--- config.mk ---
export PLATFORM = sky130hd
export DESIGN_NAME = alu_issue_unit
export DESIGN_NICKNAME = d
export VERILOG_FILES = /design/src/rtl/alu_issue_pkg.sv /design/src/rtl/regfile4x8.sv /design/src/rtl/alu_issue_unit.sv
export SDC_FILE = /design/constraint.sdc
export NUM_CORES = 1
export LEC_CHECK = 0
export BUFFER_PORTS_ARGS = -buffer_cell sky130_fd_sc_hd__buf_2
export CORE_UTILIZATION = 45
export CTS_CLUSTER_DIAMETER = 80
export DETAILED_ROUTE_END_ITERATION = 12
export PLACE_DENSITY = 0.72
export SLEW_MARGIN = 15
export SYNTH_ARGS = -nofsm -noshare
export SYNTH_HDL_FRONTEND = slang
export SYNTH_SLANG_ARGS = --single-unit
--- constraint.sdc ---
create_clock -name clk -period 1.5 [get_ports clk]
set_clock_uncertainty 0.05 [all_clocks]
set_input_delay 0.075 -clock clk [delete_from_list [all_inputs] [get_ports clk]]
set_output_delay 0.075 -clock clk [all_outputs]
set_load 0.05 [all_outputs]
--- src/rtl/alu_issue_pkg.sv ---
// Shared types and constants for the ALU issue unit: FSM states, instruction
// field positions, opcode values and datapath sizing.
package alu_issue_pkg;

    localparam int W     = 8;
    localparam int NREGS = 4;

    localparam int OPC_HI = 7;
    localparam int OPC_LO = 6;
    localparam int RD_HI  = 5;
    localparam int RD_LO  = 4;
    localparam int RS1_HI = 3;
    localparam int RS1_LO = 2;
    localparam int RS2_HI = 1;
    localparam int RS2_LO = 0;

    localparam logic [1:0] OP_XOR = 2'b01;

    typedef enum logic [1:0] {
        IDLE,
        ISSUE,
        RESP
    } state_t;

endpackage

--- src/rtl/regfile4x8.sv ---
// 4x8 register file: two combinational read ports and one merged write path
// where the ALU writeback takes priority over the direct load port.
module regfile4x8
    import alu_issue_pkg::*;
(
    input  logic         clk,
    input  logic         rst_n,
    input  logic [1:0]   raddr1_i,
    input  logic [1:0]   raddr2_i,
    output logic [W-1:0] rdata1_o,
    output logic [W-1:0] rdata2_o,
    input  logic         wbEn_i,
    input  logic [1:0]   wbAddr_i,
    input  logic [W-1:0] wbData_i,
    input  logic         ldEn_i,
    input  logic [1:0]   ldAddr_i,
    input  logic [W-1:0] ldData_i
);

    logic [W-1:0] regs_q [NREGS];
    logic [W-1:0] regs_d [NREGS];

    // A load aimed at the register being written back is dropped.
    always_comb begin
        for (int i = 0; i < NREGS; i++) begin
            regs_d[i] = regs_q[i];
            if (wbEn_i && (wbAddr_i == 2'(i))) begin
                regs_d[i] = wbData_i;
            end else if (ldEn_i && (ldAddr_i == 2'(i))) begin
                regs_d[i] = ldData_i;
            end
        end
    end

    always_ff @(posedge clk or negedge rst_n) begin
        if (!rst_n) begin
            for (int i = 0; i < NREGS; i++) begin
                regs_q[i] <= '0;
            end
        end else begin
            for (int i = 0; i < NREGS; i++) begin
                regs_q[i] <= regs_d[i];
            end
        end
    end

    assign rdata1_o = regs_q[raddr1_i];
    assign rdata2_o = regs_q[raddr2_i];

endmodule

--- src/rtl/alu_issue_unit.sv ---
// Issue/retire wrapper around an external combinational ALU: accepts
// register-register instructions, feeds the ALU and writes results back.
module alu_issue_unit
    import alu_issue_pkg::*;
(
    input  logic         clk,
    input  logic         rst_n,
    input  logic         in_valid_i,
    input  logic [7:0]   in_instr_i,
    output logic         in_ready_o,
    input  logic         ld_valid_i,
    input  logic [1:0]   ld_addr_i,
    input  logic [W-1:0] ld_data_i,
    output logic [1:0]   alu_opcode_o,
    output logic [W-1:0] alu_a_o,
    output logic [W-1:0] alu_b_o,
    input  logic [W-1:0] alu_out_i,
    output logic         res_valid_o,
    output logic [W-1:0] res_data_o,
    output logic [1:0]   res_rd_o,
    input  logic         res_ready_i
);

    state_t       state_q, state_d;
    logic         readyEn_q;
    logic [1:0]   opcode_q;
    logic [1:0]   rd_q;
    logic [W-1:0] opA_q;
    logic [W-1:0] opB_q;
    logic         resValid_q;
    logic [W-1:0] resData_q;
    logic [W-1:0] rfRdata1;
    logic [W-1:0] rfRdata2;
    logic         accept;

    regfile4x8 u_regfile (
        .clk      (clk),
        .rst_n    (rst_n),
        .raddr1_i (in_instr_i[RS1_HI:RS1_LO]),
        .raddr2_i (in_instr_i[RS2_HI:RS2_LO]),
        .rdata1_o (rfRdata1),
        .rdata2_o (rfRdata2),
        .wbEn_i   (state_q == ISSUE),
        .wbAddr_i (rd_q),
        .wbData_i (alu_out_i),
        .ldEn_i   (ld_valid_i),
        .ldAddr_i (ld_addr_i),
        .ldData_i (ld_data_i)
    );

    // readyEn_q keeps in_ready low while reset is held, even though the
    // state register already sits in IDLE.
    assign in_ready_o = (state_q == IDLE) && readyEn_q;
    assign accept     = in_valid_i && in_ready_o;

    always_comb begin
        state_d = state_q;
        unique case (state_q)
            IDLE:    if (accept) state_d = ISSUE;
            ISSUE:   state_d = RESP;
            RESP:    if (res_ready_i) state_d = IDLE;
            default: state_d = IDLE;
        endcase
    end

    always_ff @(posedge clk or negedge rst_n) begin
        if (!rst_n) begin
            state_q   <= IDLE;
            readyEn_q <= 1'b0;
        end else begin
            state_q   <= state_d;
            readyEn_q <= 1'b1;
        end
    end

    // Operands are latched at acceptance and held, so later loads never
    // disturb an instruction already in flight.
    always_ff @(posedge clk or negedge rst_n) begin
        if (!rst_n) begin
            opcode_q   <= '0;
            rd_q       <= '0;
            opA_q      <= '0;
            opB_q      <= '0;
            resValid_q <= 1'b0;
            resData_q  <= '0;
        end else begin
            if (accept) begin
                opcode_q <= in_instr_i[OPC_HI:OPC_LO];
                rd_q     <= in_instr_i[RD_HI:RD_LO];
                opA_q    <= rfRdata1;
                opB_q    <= rfRdata2;
            end
            if (state_q == ISSUE) begin
                resValid_q <= 1'b1;
                resData_q  <= alu_out_i;
            end else if ((state_q == RESP) && res_ready_i) begin
                resValid_q <= 1'b0;
            end
        end
    end

    assign alu_opcode_o = opcode_q;
    assign alu_a_o      = opA_q;
    assign alu_b_o      = opB_q;
    assign res_valid_o  = resValid_q;
    assign res_data_o   = resData_q;
    assign res_rd_o     = rd_q;

endmodule

==> results.toml <==
[grt]
antenna_found_initial = 0
use_met2 = 0.311
grt_use_total = 0.207
grt_max_degree = 65
first_global_vias = 2198
grt_pass1_wl_mm = 11.5
use_met3 = 0.0341
use_met1 = 0.294
grt_busiest_layer = "met2"
overflow = 0

[power]
power.internal_mw = 4.29
power.leakage_nw = 1.93
p_sw_frac = 0.405
p_per_area_nw_per_um2 = 1780
p_switching_mw = 2.91
power_frac_seq = 0.397
power_frac_clock = 0.179
p_comb_frac = 0.424
ir_drop_uv = 900

[clocking]
h-tree-depth = 3
clk_latency_ns = 0.35
cts_root_buf = "clkbuf_8"
numCtsBuffers = 9
cts_setup_buffers = 0
cts_max_path_buffers = 2
ctsResizeCount = 0
tritoncts = "yes"
cts_sinks = 64
path_clk_slew_ns = 0.06

[floorplan]
pin_count = 61
fp.dieW_um = 87.0
coreArea_um2 = 6910
die_h_um = 87.0
dieArea_um2 = 7580
start_util = 0.471
rows = 30

[place]
dp_cells = 393
port_buffers = 60
dpl.hpwl_mm = 4.80
globalplace.congestion = 0.764
placed_area_um2 = 3740

[run_status]
status = "complete, no violations"

[worst_setup_path]
critical_path_arrival_ns = 1.66
start_kind = "flop"
slowest_stage = "dfrtp_1"
slowest_delay_ns = 0.41
path_max_fanout = 18
cp.required_ns = 1.68
cp_cell_sequence = "nor3b_4 -> and2_4 -> buf_12 -> mux2_4"
crit_family = "simple AND/OR/NAND/NOR gates"
critPathKind = "reg2reg"
path_buf_inv = 1
end_kind = "flop"

[synth]
synth_cell_types = 27
synth_nets = 268
syn_avg_cell_area_um2 = 13.7
yosysMostFrequentCell = "dfrtp_1"
ys_seq_elements = 64
netlist_top_cells_count = "64 x dfrtp_1, 32 x mux2i_1, 25 x nand2_1, 24 x o21ai_0"
synth_top_area_cell = "dfrtp_1"
ys_warn_count = 0
synth.top_cell.area_share = 0.492
synth_edf_count = 0
ys_seq_area_frac = 0.492
netlist_top_cells_area = "dfrtp_1 49%, mux4_1 13%, mux2i_1 9.8%, mux2_4 7.4%, o21ai_0 3.7%"
netlist_instances = 237
ys.flop_type = "dfrtp_1"
async_flop_share = 1.00
synth_area_um2 = 3250

[detailed_routing]
vias = 2229
routed_wire_length_per_instance_um = 16.7
viasPerCell = 5.28
drc = 0
drtAntennaViolNets = 0
first_pass_iters = 4
finalWirelength_mm = 7.05
drt_first_iter_violations = 101

[cells_and_area]
n_antenna_cell = 0
stdcell_count = 422
design_area_um2 = 4050
drive_gt1_frac = 0.365
synthToLayoutAreaGrowth_pct = 24.4
fin_nets = 353

[run]
drv_cap = 0

[timing]
setup-violations-final = 0
fmax_ghz = 0.676
drv_slew = 0
finalCriticalPeriod_ns = 1.48
hold_ws_ns = 0.00920
rsz0062_at_grt = "true"
report.final.hold_viol_count = 0
fin_crit_sh = 0.986

[worst_hold_path]
hold_path_class = "in2reg"
[routing by layer]
layer / part of all wire / vias up
met5: 0 / -
met4: 0.022 / 0
met3: 0.031 / 13
met2: 0.47 / 49
met1: 0.48 / 1117
li1: - / 1050
[through the flow]
stage | power, mW | worst slack [ns] | utilization | TNS [ns]
finish | 7.20 | 0.0212 | 0.586 | 0
global route | 7.58 | -0.0207 | 0.586 | -0.184
CTS | 7.26 | 0.0379 | 0.586 | 0
detailed placement | 5.92 | 0.0513 | 0.542 | 0
global placement | 5.82 | 0.0803 | 0.542 | 0
floorplan | 5.14 | -0.399 | - | -7.54
[worst paths after layout]
kind                       cells past startpoint                   end    startpoint  slack [ns]
max in group asynchronous                      3           res_rd_o[0]         rst_n        0.90
setup reg to reg                               4            alu_b_o[0]    state_q[0]        0.02
hold reg to reg                                1            alu_a_o[7]    alu_a_o[7]        0.46
hold / removal                                 3  u_regfile.regs_q[19]  ld_data_i[3]       0.009
min in group asynchronous                      3            state_q[0]         rst_n        0.23
setup / recovery                               4            alu_b_o[0]    state_q[0]        0.02
[sequential cells by signal, summed over array words and instances (netlist names)]
signal / cells
alu_a_o: 8
alu_b_o: 8
alu_opcode_o: 2
readyEn_q: 1
res_data_o: 8
res_rd_o: 2
res_valid_o: 1
state_q: 2
u_regfile.regs_q: 32
[worst reg2reg max path, cell delays in order (launching register included)]
cell and delay [ns]:
dfrtp_1 0.41, nor3b_4 0.22, and2_4 0.19, buf_12 0.18, mux2_4 0.32
[cell usage in the layout (no fill, tap or decap), types with 2 or more instances in the layout]
| cell | synthesis | final |
|---|---|---|
| dfrtp_1 | 64 | 63 |
| buf_2 | 6 | 60 |
| mux2i_1 | 32 | 32 |
| nand2_1 | 25 | 25 |
| o21ai_0 | 24 | 24 |
| mux2_4 | 16 | 18 |
| mux4_1 | 16 | 16 |
| dlygate4sd3_1 | 0 | 14 |
| clkbuf_8 | 0 | 11 |
| buf_4 | 0 | 11 |
| a21oi_1 | 10 | 10 |
| mux2_2 | 9 | 9 |
| nor2_1 | 8 | 8 |
| clkbuf_1 | 0 | 4 |
| buf_12 | 0 | 4 |
| and4bb_2 | 2 | 2 |
| nand3b_1 | 2 | 2 |
| nand2b_1 | 2 | 2 |
[cell families after synthesis]
group | synth area share
mux | 0.343
buf+inv | 0.0354
flops | 0.492
simple gates | 0.0746
other cells | 0.00115
compound gates | 0.0538
[area by class of cell]
type | instances | area (um^2)
inverter | 1 | 3.75
fill | 596 | 2860
timing repair buffer | 89 | 603
sequential | 64 | 1600
multi-input combinational | 157 | 1550
clock buffer | 15 | 166
tap | 96 | 120
[timing repair]
action	in CTS	in global routing
endpoints found under the setup margin	0	16
hold buffers	14	0
hold endpoints to repair	106	0
[power by group through the flow]
stage          sequential, mW  clock [mW]  combinational (mW)
6_report                 2.86        1.29                3.05
5_1_grt                  2.95        1.40                3.23
4_1_cts                  2.86        1.33                3.07
3_5_place_dp             2.88           0                3.04
3_3_place_gp             2.84           0                2.97
2_1_floorplan            3.95           0                1.19
No activity file was read; power rests on OpenSTA's default activity.
